**src/rtl/imem_loader_pkg.sv**
```systemverilog
// Shared constants and the loader state encoding.
package imem_loader_pkg;

  localparam int WORD_W         = 32;
  localparam int BYTE_W         = 8;
  localparam int BYTES_PER_WORD = WORD_W / BYTE_W;
  localparam int BCNT_W         = $clog2(BYTES_PER_WORD);

  typedef enum logic [2:0] {
    ST_IDLE  = 3'd0,
    ST_LOAD  = 3'd1,
    ST_WRITE = 3'd2,
    ST_DONE  = 3'd3,
    ST_ERROR = 3'd4
  } ldr_state_e;

endpackage

```
**src/rtl/imem_loader_byte_packer.sv**
```systemverilog
// Little-endian byte packer: inserts each pushed byte at the current lane and
// presents the completed word (upper lanes zero-filled on last) in the same cycle.
module byte_packer
  import imem_loader_pkg::*;
(
  input  logic              clk_i,
  input  logic              clr_i,
  input  logic              push_i,
  input  logic [BYTE_W-1:0] byte_i,
  input  logic              last_i,
  output logic [WORD_W-1:0] word_o,
  output logic              done_o
);

  logic [BCNT_W-1:0] cnt_q, cnt_d;
  logic [WORD_W-1:0] word_q, word_d;
  logic [WORD_W-1:0] word_ins;

  always_comb begin
    word_ins = word_q;
    word_ins[{cnt_q, 3'b000} +: BYTE_W] = byte_i;
    if (last_i) begin
      for (int k = 0; k < BYTES_PER_WORD; k++) begin
        if (BCNT_W'(k) > cnt_q) word_ins[k*BYTE_W +: BYTE_W] = '0;
      end
    end
  end

  assign done_o = push_i && ((cnt_q == BCNT_W'(BYTES_PER_WORD - 1)) || last_i);
  assign word_o = word_ins;

  // The word is handed off on the completing push, so the register restarts empty.
  always_comb begin
    cnt_d  = cnt_q;
    word_d = word_q;
    if (push_i) begin
      if (done_o) begin
        cnt_d  = '0;
        word_d = '0;
      end else begin
        cnt_d  = cnt_q + BCNT_W'(1);
        word_d = word_ins;
      end
    end
  end

  always_ff @(posedge clk_i) begin
    if (clr_i) begin
      cnt_q  <= '0;
      word_q <= '0;
    end else begin
      cnt_q  <= cnt_d;
      word_q <= word_d;
    end
  end

endmodule

```
**src/rtl/imem_loader.sv**
```systemverilog
// Streams a byte image into instruction memory one word at a time, then starts the CPU.
//   state | meaning
//   IDLE  | after reset, waiting for the first byte
//   LOAD  | collecting bytes of the current word
//   WRITE | one-cycle write strobe for the packed word
//   DONE  | image loaded, CPU start held high
//   ERROR | image larger than the memory, loading halted
module imem_loader
  import imem_loader_pkg::*;
#(
  parameter logic [31:0] BASE_ADDR   = 32'h0000_0000,
  parameter int          DEPTH_WORDS = 256
) (
  input  logic              clk_i,
  input  logic              rst_i,
  input  logic              byte_valid_i,
  input  logic [BYTE_W-1:0] byte_data_i,
  input  logic              last_i,
  output logic              byte_ready_o,
  output logic              wr_en_o,
  output logic [31:0]       wr_addr_o,
  output logic [WORD_W-1:0] wr_data_o,
  output logic              start_o,
  output logic              err_o
);

  localparam int IDX_W = $clog2(DEPTH_WORDS + 1);

  ldr_state_e        state_q, state_d;
  logic [IDX_W-1:0]  idx_q, idx_d;
  logic [31:0]       wr_addr_q, wr_addr_d;
  logic [WORD_W-1:0] wr_data_q, wr_data_d;
  logic              last_q, last_d;

  logic              full;
  logic              xfer;
  logic              word_done;
  logic [WORD_W-1:0] packed_word;

  // A full memory refuses further bytes so that an overflowing byte is never consumed.
  assign full         = (idx_q == IDX_W'(DEPTH_WORDS));
  assign byte_ready_o = (state_q == ST_IDLE) || ((state_q == ST_LOAD) && !full);
  assign xfer         = byte_valid_i && byte_ready_o;

  byte_packer u_packer (
    .clk_i  (clk_i),
    .clr_i  (rst_i),
    .push_i (xfer),
    .byte_i (byte_data_i),
    .last_i (last_i),
    .word_o (packed_word),
    .done_o (word_done)
  );

  always_comb begin
    state_d   = state_q;
    idx_d     = idx_q;
    wr_addr_d = wr_addr_q;
    wr_data_d = wr_data_q;
    last_d    = last_q;
    case (state_q)
      ST_IDLE, ST_LOAD: begin
        if (xfer) begin
          if (word_done) begin
            state_d   = ST_WRITE;
            wr_addr_d = BASE_ADDR + (32'(idx_q) << 2);
            wr_data_d = packed_word;
            last_d    = last_i;
          end else begin
            state_d = ST_LOAD;
          end
        end else if ((state_q == ST_LOAD) && full && byte_valid_i) begin
          state_d = ST_ERROR;
        end
      end
      ST_WRITE: begin
        idx_d   = idx_q + IDX_W'(1);
        state_d = last_q ? ST_DONE : ST_LOAD;
      end
      default: state_d = state_q;
    endcase
  end

  always_ff @(posedge clk_i) begin
    if (rst_i) begin
      state_q   <= ST_IDLE;
      idx_q     <= '0;
      wr_addr_q <= BASE_ADDR;
      wr_data_q <= '0;
      last_q    <= 1'b0;
    end else begin
      state_q   <= state_d;
      idx_q     <= idx_d;
      wr_addr_q <= wr_addr_d;
      wr_data_q <= wr_data_d;
      last_q    <= last_d;
    end
  end

  assign wr_en_o   = (state_q == ST_WRITE);
  assign wr_addr_o = wr_addr_q;
  assign wr_data_o = wr_data_q;
  assign start_o   = (state_q == ST_DONE);
  assign err_o     = (state_q == ST_ERROR);

endmodule

```
**config.mk**
```make
export PLATFORM = sky130hd
export DESIGN_NAME = imem_loader
export DESIGN_NICKNAME = d
export VERILOG_FILES = /design/src/rtl/imem_loader_pkg.sv /design/src/rtl/imem_loader_byte_packer.sv /design/src/rtl/imem_loader.sv
export SDC_FILE = /design/constraint.sdc
export NUM_CORES = 1
export LEC_CHECK = 0
export CAP_MARGIN = 20
export CORE_ASPECT_RATIO = 0.5
export CORE_MARGIN = 4
export CORE_UTILIZATION = 35
export CTS_CLUSTER_DIAMETER = 200
export DETAILED_ROUTE_END_ITERATION = 6
export GPL_ROUTABILITY_DRIVEN = 0
export PLACE_DENSITY_LB_ADDON = 0.3
export SETUP_SLACK_MARGIN = 0.05
export SLEW_MARGIN = 20
export SYNTH_ARGS = -nofsm -noshare
export SYNTH_HDL_FRONTEND = slang
export SYNTH_SLANG_ARGS = --single-unit
```
**constraint.sdc**
```tcl
create_clock -name clk_i -period 4.95 [get_ports clk_i]
set_input_delay 1.2375 -clock clk_i [delete_from_list [all_inputs] [get_ports clk_i]]
set_output_delay 1.2375 -clock clk_i [all_outputs]
set_load 0.02 [all_outputs]
```
==> results of run 1 <==
==> path summary, 6_finish.rpt <==
check / from / endpoint / slack (ps)
worst min-delay path: u_packer.word_q[26] / u_packer.word_q[26] / 460
worst max-delay path: idx_q[0] / byte_ready_o / 1350
worst min register to register: u_packer.word_q[26] / u_packer.word_q[26] / 460
worst max register to register: u_packer.cnt_q[0] / u_packer.word_q[19] / 2590
==> cell usage in the layout (no fill, tap or decap), types with 4 or more instances in the layout <==
| master | Yosys | layout |
|---|---|---|
| nand4_1 | 4 | 4 |
| a32oi_1 | 8 | 8 |
| nor3b_1 | 25 | 25 |
| xor2_1 | 6 | 6 |
| nand2b_1 | 10 | 10 |
| nand2_1 | 9 | 9 |
| buf_4 | 25 | 4 |
| clkbuf_16 | 0 | 9 |
| conb_1 | 1 | 23 |
| o2bb2ai_1 | 18 | 18 |
| a21oi_1 | 28 | 28 |
| nand3_1 | 22 | 22 |
| dfxtp_1 | 88 | 88 |
| mux2i_1 | 11 | 11 |
| inv_1 | 8 | 8 |
| ha_1 | 8 | 8 |
| clkdlybuf4s50_1 | 0 | 55 |
| nor2_1 | 31 | 31 |
| nor2b_1 | 10 | 10 |
| a21o_1 | 23 | 23 |
| a22o_1 | 23 | 23 |
==> power by group through the flow <==
stage	combinational, mW	clock (mW)	sequential, mW
3_3_place_gp	0.154	0	0.745
6_report	0.155	0.783	0.730
4_1_cts	0.155	0.804	0.730
5_1_grt	0.170	0.832	0.731
3_5_place_dp	0.154	0	0.746
2_1_floorplan	0.116	0	0.747
==> sequential cells by signal, summed over array words and instances, names as in the netlist <==
| name | cells |
|---|---|
| state_q | 3 |
| u_packer.word_q | 32 |
| wr_addr_o | 9 |
| u_packer.cnt_q | 2 |
| last_q | 1 |
| wr_data_o | 32 |
| idx_q | 9 |
==> stage by stage <==
stage               setup WS [ps]  instances  cell area [um^2]  utilization (%)
floorplan                    2142        430              4039                -
global placement             1525        589              4539            41.22
detailed placement           1491        589              4539            41.22
CTS                          1297        604              4882            44.33
global route                 1202        604              4882            44.33
finish                       1354        604              4882            44.33
==> cell type report <==
class                           instances  share of cell area [%]
Clock inverter                          5                   2.127
Clock buffer                           10                   4.895
Sequential cell                        88                   36.08
Multi-Input combinational cell        287                   40.49
Tap cell                              145                   3.716
Inverter                                9                  0.6920
Timing Repair Buffer                   60                   11.99
==> worst register-to-register path, delay by kind of cell, from the launching register on <==
family	cells	cell delay, ps
buffers and inverters	1	160
AOI/OAI and AO/OA	2	410
DFF	1	510
adders and majority gates	1	440
and+or+nand+nor	2	780
==> per-layer routing <==
| layer | wire length, um | vias to the layer above | track usage (%) |
|---|---|---|---|
| li1 | - | 1518 | - |
| met1 | 4644 | 1465 | 20.24 |
| met2 | 4023 | 73 | 20.77 |
| met3 | 472 | 2 | 4.060 |
| met4 | 31 | 0 | 4.180 |
| met5 | 0 | - | 0 |
==> cell families (layout without fill, tap and decap cells) <==
kind of cell	after synthesis	count (layout)	share of synthesized area, %
other cells	1	23	0.09479
xor+xnor	8	8	1.771
buf+inv	55	84	8.064
mux	11	11	2.783
flops	88	88	44.53
compound gates	108	108	20.81
simple gates	129	129	19.42
fa+ha+maj	8	8	2.530
==> metrics, run 1 <==
routed via count=3058; leading area contributor after synthesis=dfxtp_1; P_int=1.276 mW; stages on the worst setup path=6; Post-DP HPWL=6.083 mm; Fill cells=1042; CTS Buf Count=9; # port buffers=56; Setup violations, final=0; status=finished clean; Root Driver=clkbuf_16; CTS resizes=0; starting density of the core=35.92%; Die Wd=158.4 um; grt total ovfl=0; Logic pwr share=9.3%; top-count cell post-synth=dfxtp_1; Final Hold Viols=0; CP delay by family, top=simple AND/OR/NAND/NOR gates; multi-input logic area=0.001977 mm^2; Top FF cell, synth=dfxtp_1; Total GRT Usage=14.20%; hold path depth=1; ranking of synthesized cells by area=dfxtp_1, a22o_1, buf_4, nor3b_1, a21o_1; max cap viols=0; synthesized area=0.003956 mm^2; Syn Area/Cell=9.697 um^2; Antenna Violating Nets Remaining=0; Rows=27; DRC Markers=0; Clock Path Buffers=2; WP data arrival=2360 ps; cts hold-fix bufs=0; Synth Instances=408; total clock sinks=88; Setup Skew=7.233 ps; crit end category=output port; Power per Cell Area=341.6 mW/mm^2; router iterations before antenna repair=5; worst path bufs/invs=2; Least-Margin Pin Slew=969.6 ps; Max Fclk=278.1 MHz; sequential share of power=43.8%; clock share of power=47.0%; P_sw=391.8 uW; CP Max Fanout=5; die height=83.18 um; setup tns final=0 ps; CTS tree=done; P&R area growth vs syn=23.40%; number of diodes=0; first-pass GRT wire length=15.02 mm; die area=0.01317 mm^2; min Tclk post-route=3596 ps; Slew headroom=35.22%; critical path, cell by cell=inv_1 -> ha_1 -> and4bb_2 -> nand3_1 -> nor3b_1 -> clkdlybuf4s50_1; number of flops mapped to enable cells by yosys=0; vias in the first global route=2832; Core Box Area=0.01101 mm^2; post-synth cell types=44; Nets=475; FF+latch count, synth=88; delay of the slowest cell on the worst path=630 ps; number of setup buffers added after CTS=0; DRT iter0 DRCs=211; largest net degree at the start of global routing=66; startpoint types=flip-flop; total wire length=9.171 mm; initial antenna violation count=0; Clk pin slew, worst setup/hold paths=60 ps; list of most frequent post-synthesis cells=dfxtp_1, nor2_1, a21oi_1; area share of the largest cell type after synthesis=44.53%; sequential element share of the synthesized area=44.53%; Worst Reg-to-Reg Cells=6; register area=0.001762 mm^2; WP data required=3710 ps; worst vdd ir=0.1395 mV; Synthesis Warnings=0; routed length per placed instance=15.18 um; Sw Ratio=23.49%; Avg Vias per Cell=5.063; Boundary Pins=80; Leakage=1.932 nW; Hold Slack=457.4 ps; type of the worst min-delay path=reg2reg; Critical-path top delay cell=clkdlybuf4s50_1; Skew-Pair Late Insertion Delay=330 ps; Slew Limit Fails=0; crit share post-route=72.66%; critical setup path kind=reg2out; htree depth=3; RSZ-0062 raised after global routing=false; fraction of registers with async set or reset after synthesis=0%; share of cells above drive strength 1=7.407%; total power=1.668 mW
No activity file was read; power rests on OpenSTA's default activity.
==> run 2, diff against run 1 <==
- clock period: 4.95 -> 3.1 ns (I/O delays scaled with it)
==> metrics, run 2 (same netlist as run 1, synthesis figures left out) <==
Power per Cell Area=529.8 mW/mm^2; # port buffers=56; Critical-path top delay cell=dfxtp_1; Setup crit start=idx_q[0]; RSZ-0062 raised after global routing=false; capture point of the worst reg-to-reg path=u_packer.word_q[19]; crit share post-route=92.02%; total wire length=9.006 mm; Setup violations, final=0; grt peak-use layer=met2; Total GRT Usage=14.22%; status=finished clean; number of diodes=0; Final Hold Viols=0; max cap viols=0; die height=83.18 um; startpoint types=flip-flop; critical path, cell by cell=inv_1 -> ha_1 -> and4bb_2 -> nand3_1 -> nor3b_1 -> dlygate4sd2_1; Logic pwr share=9.8%; grt total ovfl=0; delay of the slowest cell on the worst path=400 ps; Rows=27; Root Driver=clkbuf_16; initial antenna violation count=0; Leakage=1.942 nW; CP Max Fanout=5; Skew-Pair Late Insertion Delay=340 ps; fin worst setup slack=247.5 ps; Setup WS pre-CTS=331.7 ps; Slew headroom=57.63%; vias in the first global route=2874; worst path bufs/invs=2; min Tclk post-route=2852 ps; Boundary Pins=80; WP data arrival=2080 ps; routed via count=3042; hold path depth=1; CTS Buf Count=9; met2 Usage GRT=20.88%; Worst Reg-to-Reg Cells=6; starting density of the core=35.92%; Antenna Violating Nets Remaining=0; P_sw=651.9 uW; non-filler cells, final=608; Clock Path Buffers=2; htree depth=3; DRC Markers=0; DRT iter0 DRCs=190; sequential share of power=44.7%; worst vdd ir=0.3378 mV; number of setup buffers added after CTS=0; Die Wd=158.4 um; largest net degree at the start of global routing=44; die area=0.01317 mm^2; critical setup path kind=reg2out; Slew Limit Fails=0; Avg Vias per Cell=5.003; Worst Hold End=u_packer.word_q[28]; GR Util met3=3.852%; crit end category=output port; Core Box Area=0.01101 mm^2; Area after DPL=0.004587 mm^2; P&R area growth vs syn=24.19%; total clock sinks=88; Sw Ratio=25.04%; share of cells above drive strength 1=8.207%; Clk pin slew, worst setup/hold paths=70 ps; most frequent cells in the layout=dfxtp_1, clkdlybuf4s50_1, nor2_1; cell area after layout=0.004913 mm^2; r2r setup slk=690 ps; WP data required=2320 ps; clock share of power=45.5%; first-pass GRT wire length=15.18 mm; cts hold-fix bufs=0; Max Fclk=350.6 MHz; Hold Crit Start=u_packer.word_q[28]; grt met1 use=20.82%; Post-DP HPWL=5.979 mm; Nets=478; leading cell type in the layout, fill and taps excluded=dfxtp_1; type of the worst min-delay path=reg2reg; Setup Skew=8.792 ps; routed length per placed instance=14.81 um; Least-Margin Pin Slew=635.5 ps; router iterations before antenna repair=4; P_int=1.951 mW; setup tns final=0 ps; CP delay by family, top=simple AND/OR/NAND/NOR gates; CTS tree=done; placed cell count=592; Critical R2R Launch=u_packer.cnt_q[0]
run 2: cell types whose count changed in the layout (fill, tap and decap cells not counted), sizes merged:
| cell | before | now |
|---|---|---|
| inv | 9 | 10 |
| clkbuf | 10 | 9 |
| bufinv | 3 | 2 |
| clkdlybuf4s50 | 55 | 54 |
| clkinvlp | 0 | 1 |
| buf | 5 | 8 |
| dlygate4sd2 | 0 | 1 |
| clkinv | 2 | 3 |
run 2: cell type report:
| class | instances | area, um^2 |
|---|---|---|
| inverters | 9 | 33.78 |
| multi-input cells | 287 | 1977 |
| clock inverters | 7 | 102.6 |
| flip-flops and latches | 88 | 1762 |
| well taps | 145 | 181.4 |
| clock buffers | 9 | 225.2 |
| fillers | 1101 | 6100 |
| repair buffers | 63 | 631.9 |
run 2: power by group through the flow:
stage / registers (mW) / logic, mW / clock network, mW
after global placement: 1.19 / 0.254 / 0
after CTS: 1.16 / 0.256 / 1.21
after detailed placement: 1.19 / 0.256 / 0
final: 1.16 / 0.255 / 1.18
after global routing: 1.17 / 0.281 / 1.26
after floorplan: 1.19 / 0.186 / 0
run 2: worst max path at each step:
stage,to,slack [ps],cells after the start
3_5_place_dp,byte_ready_o,330,6
5_1_grt,byte_ready_o,80,6
3_3_place_gp,byte_ready_o,370,6
4_1_cts,byte_ready_o,220,6
6_report,byte_ready_o,250,6
2_1_floorplan,byte_ready_o,750,5
run 2: routing by layer:
metal | wire length [um] | vias up
met1 | 4643 | 1429
met3 | 399 | 9
met2 | 3874 | 77
met4 | 88 | 0
li1 | - | 1527
met5 | 0 | -
run 2: metrics by stage:
step / util, % / hold WS, ps / total power, mW
floorplan: - / 424.7 / 1.379
finish: 44.61 / 457.1 / 2.603
CTS: 44.61 / 458.6 / 2.630
global route: 44.61 / 477.0 / 2.707
global placement: 41.65 / 437.3 / 1.443
detailed placement: 41.65 / 439.0 / 1.446
run 2: repair_timing:
item,CTS,global route
setup endpoints to repair,1,0
gates resized for setup,1,0
hold endpoints to repair,0,0
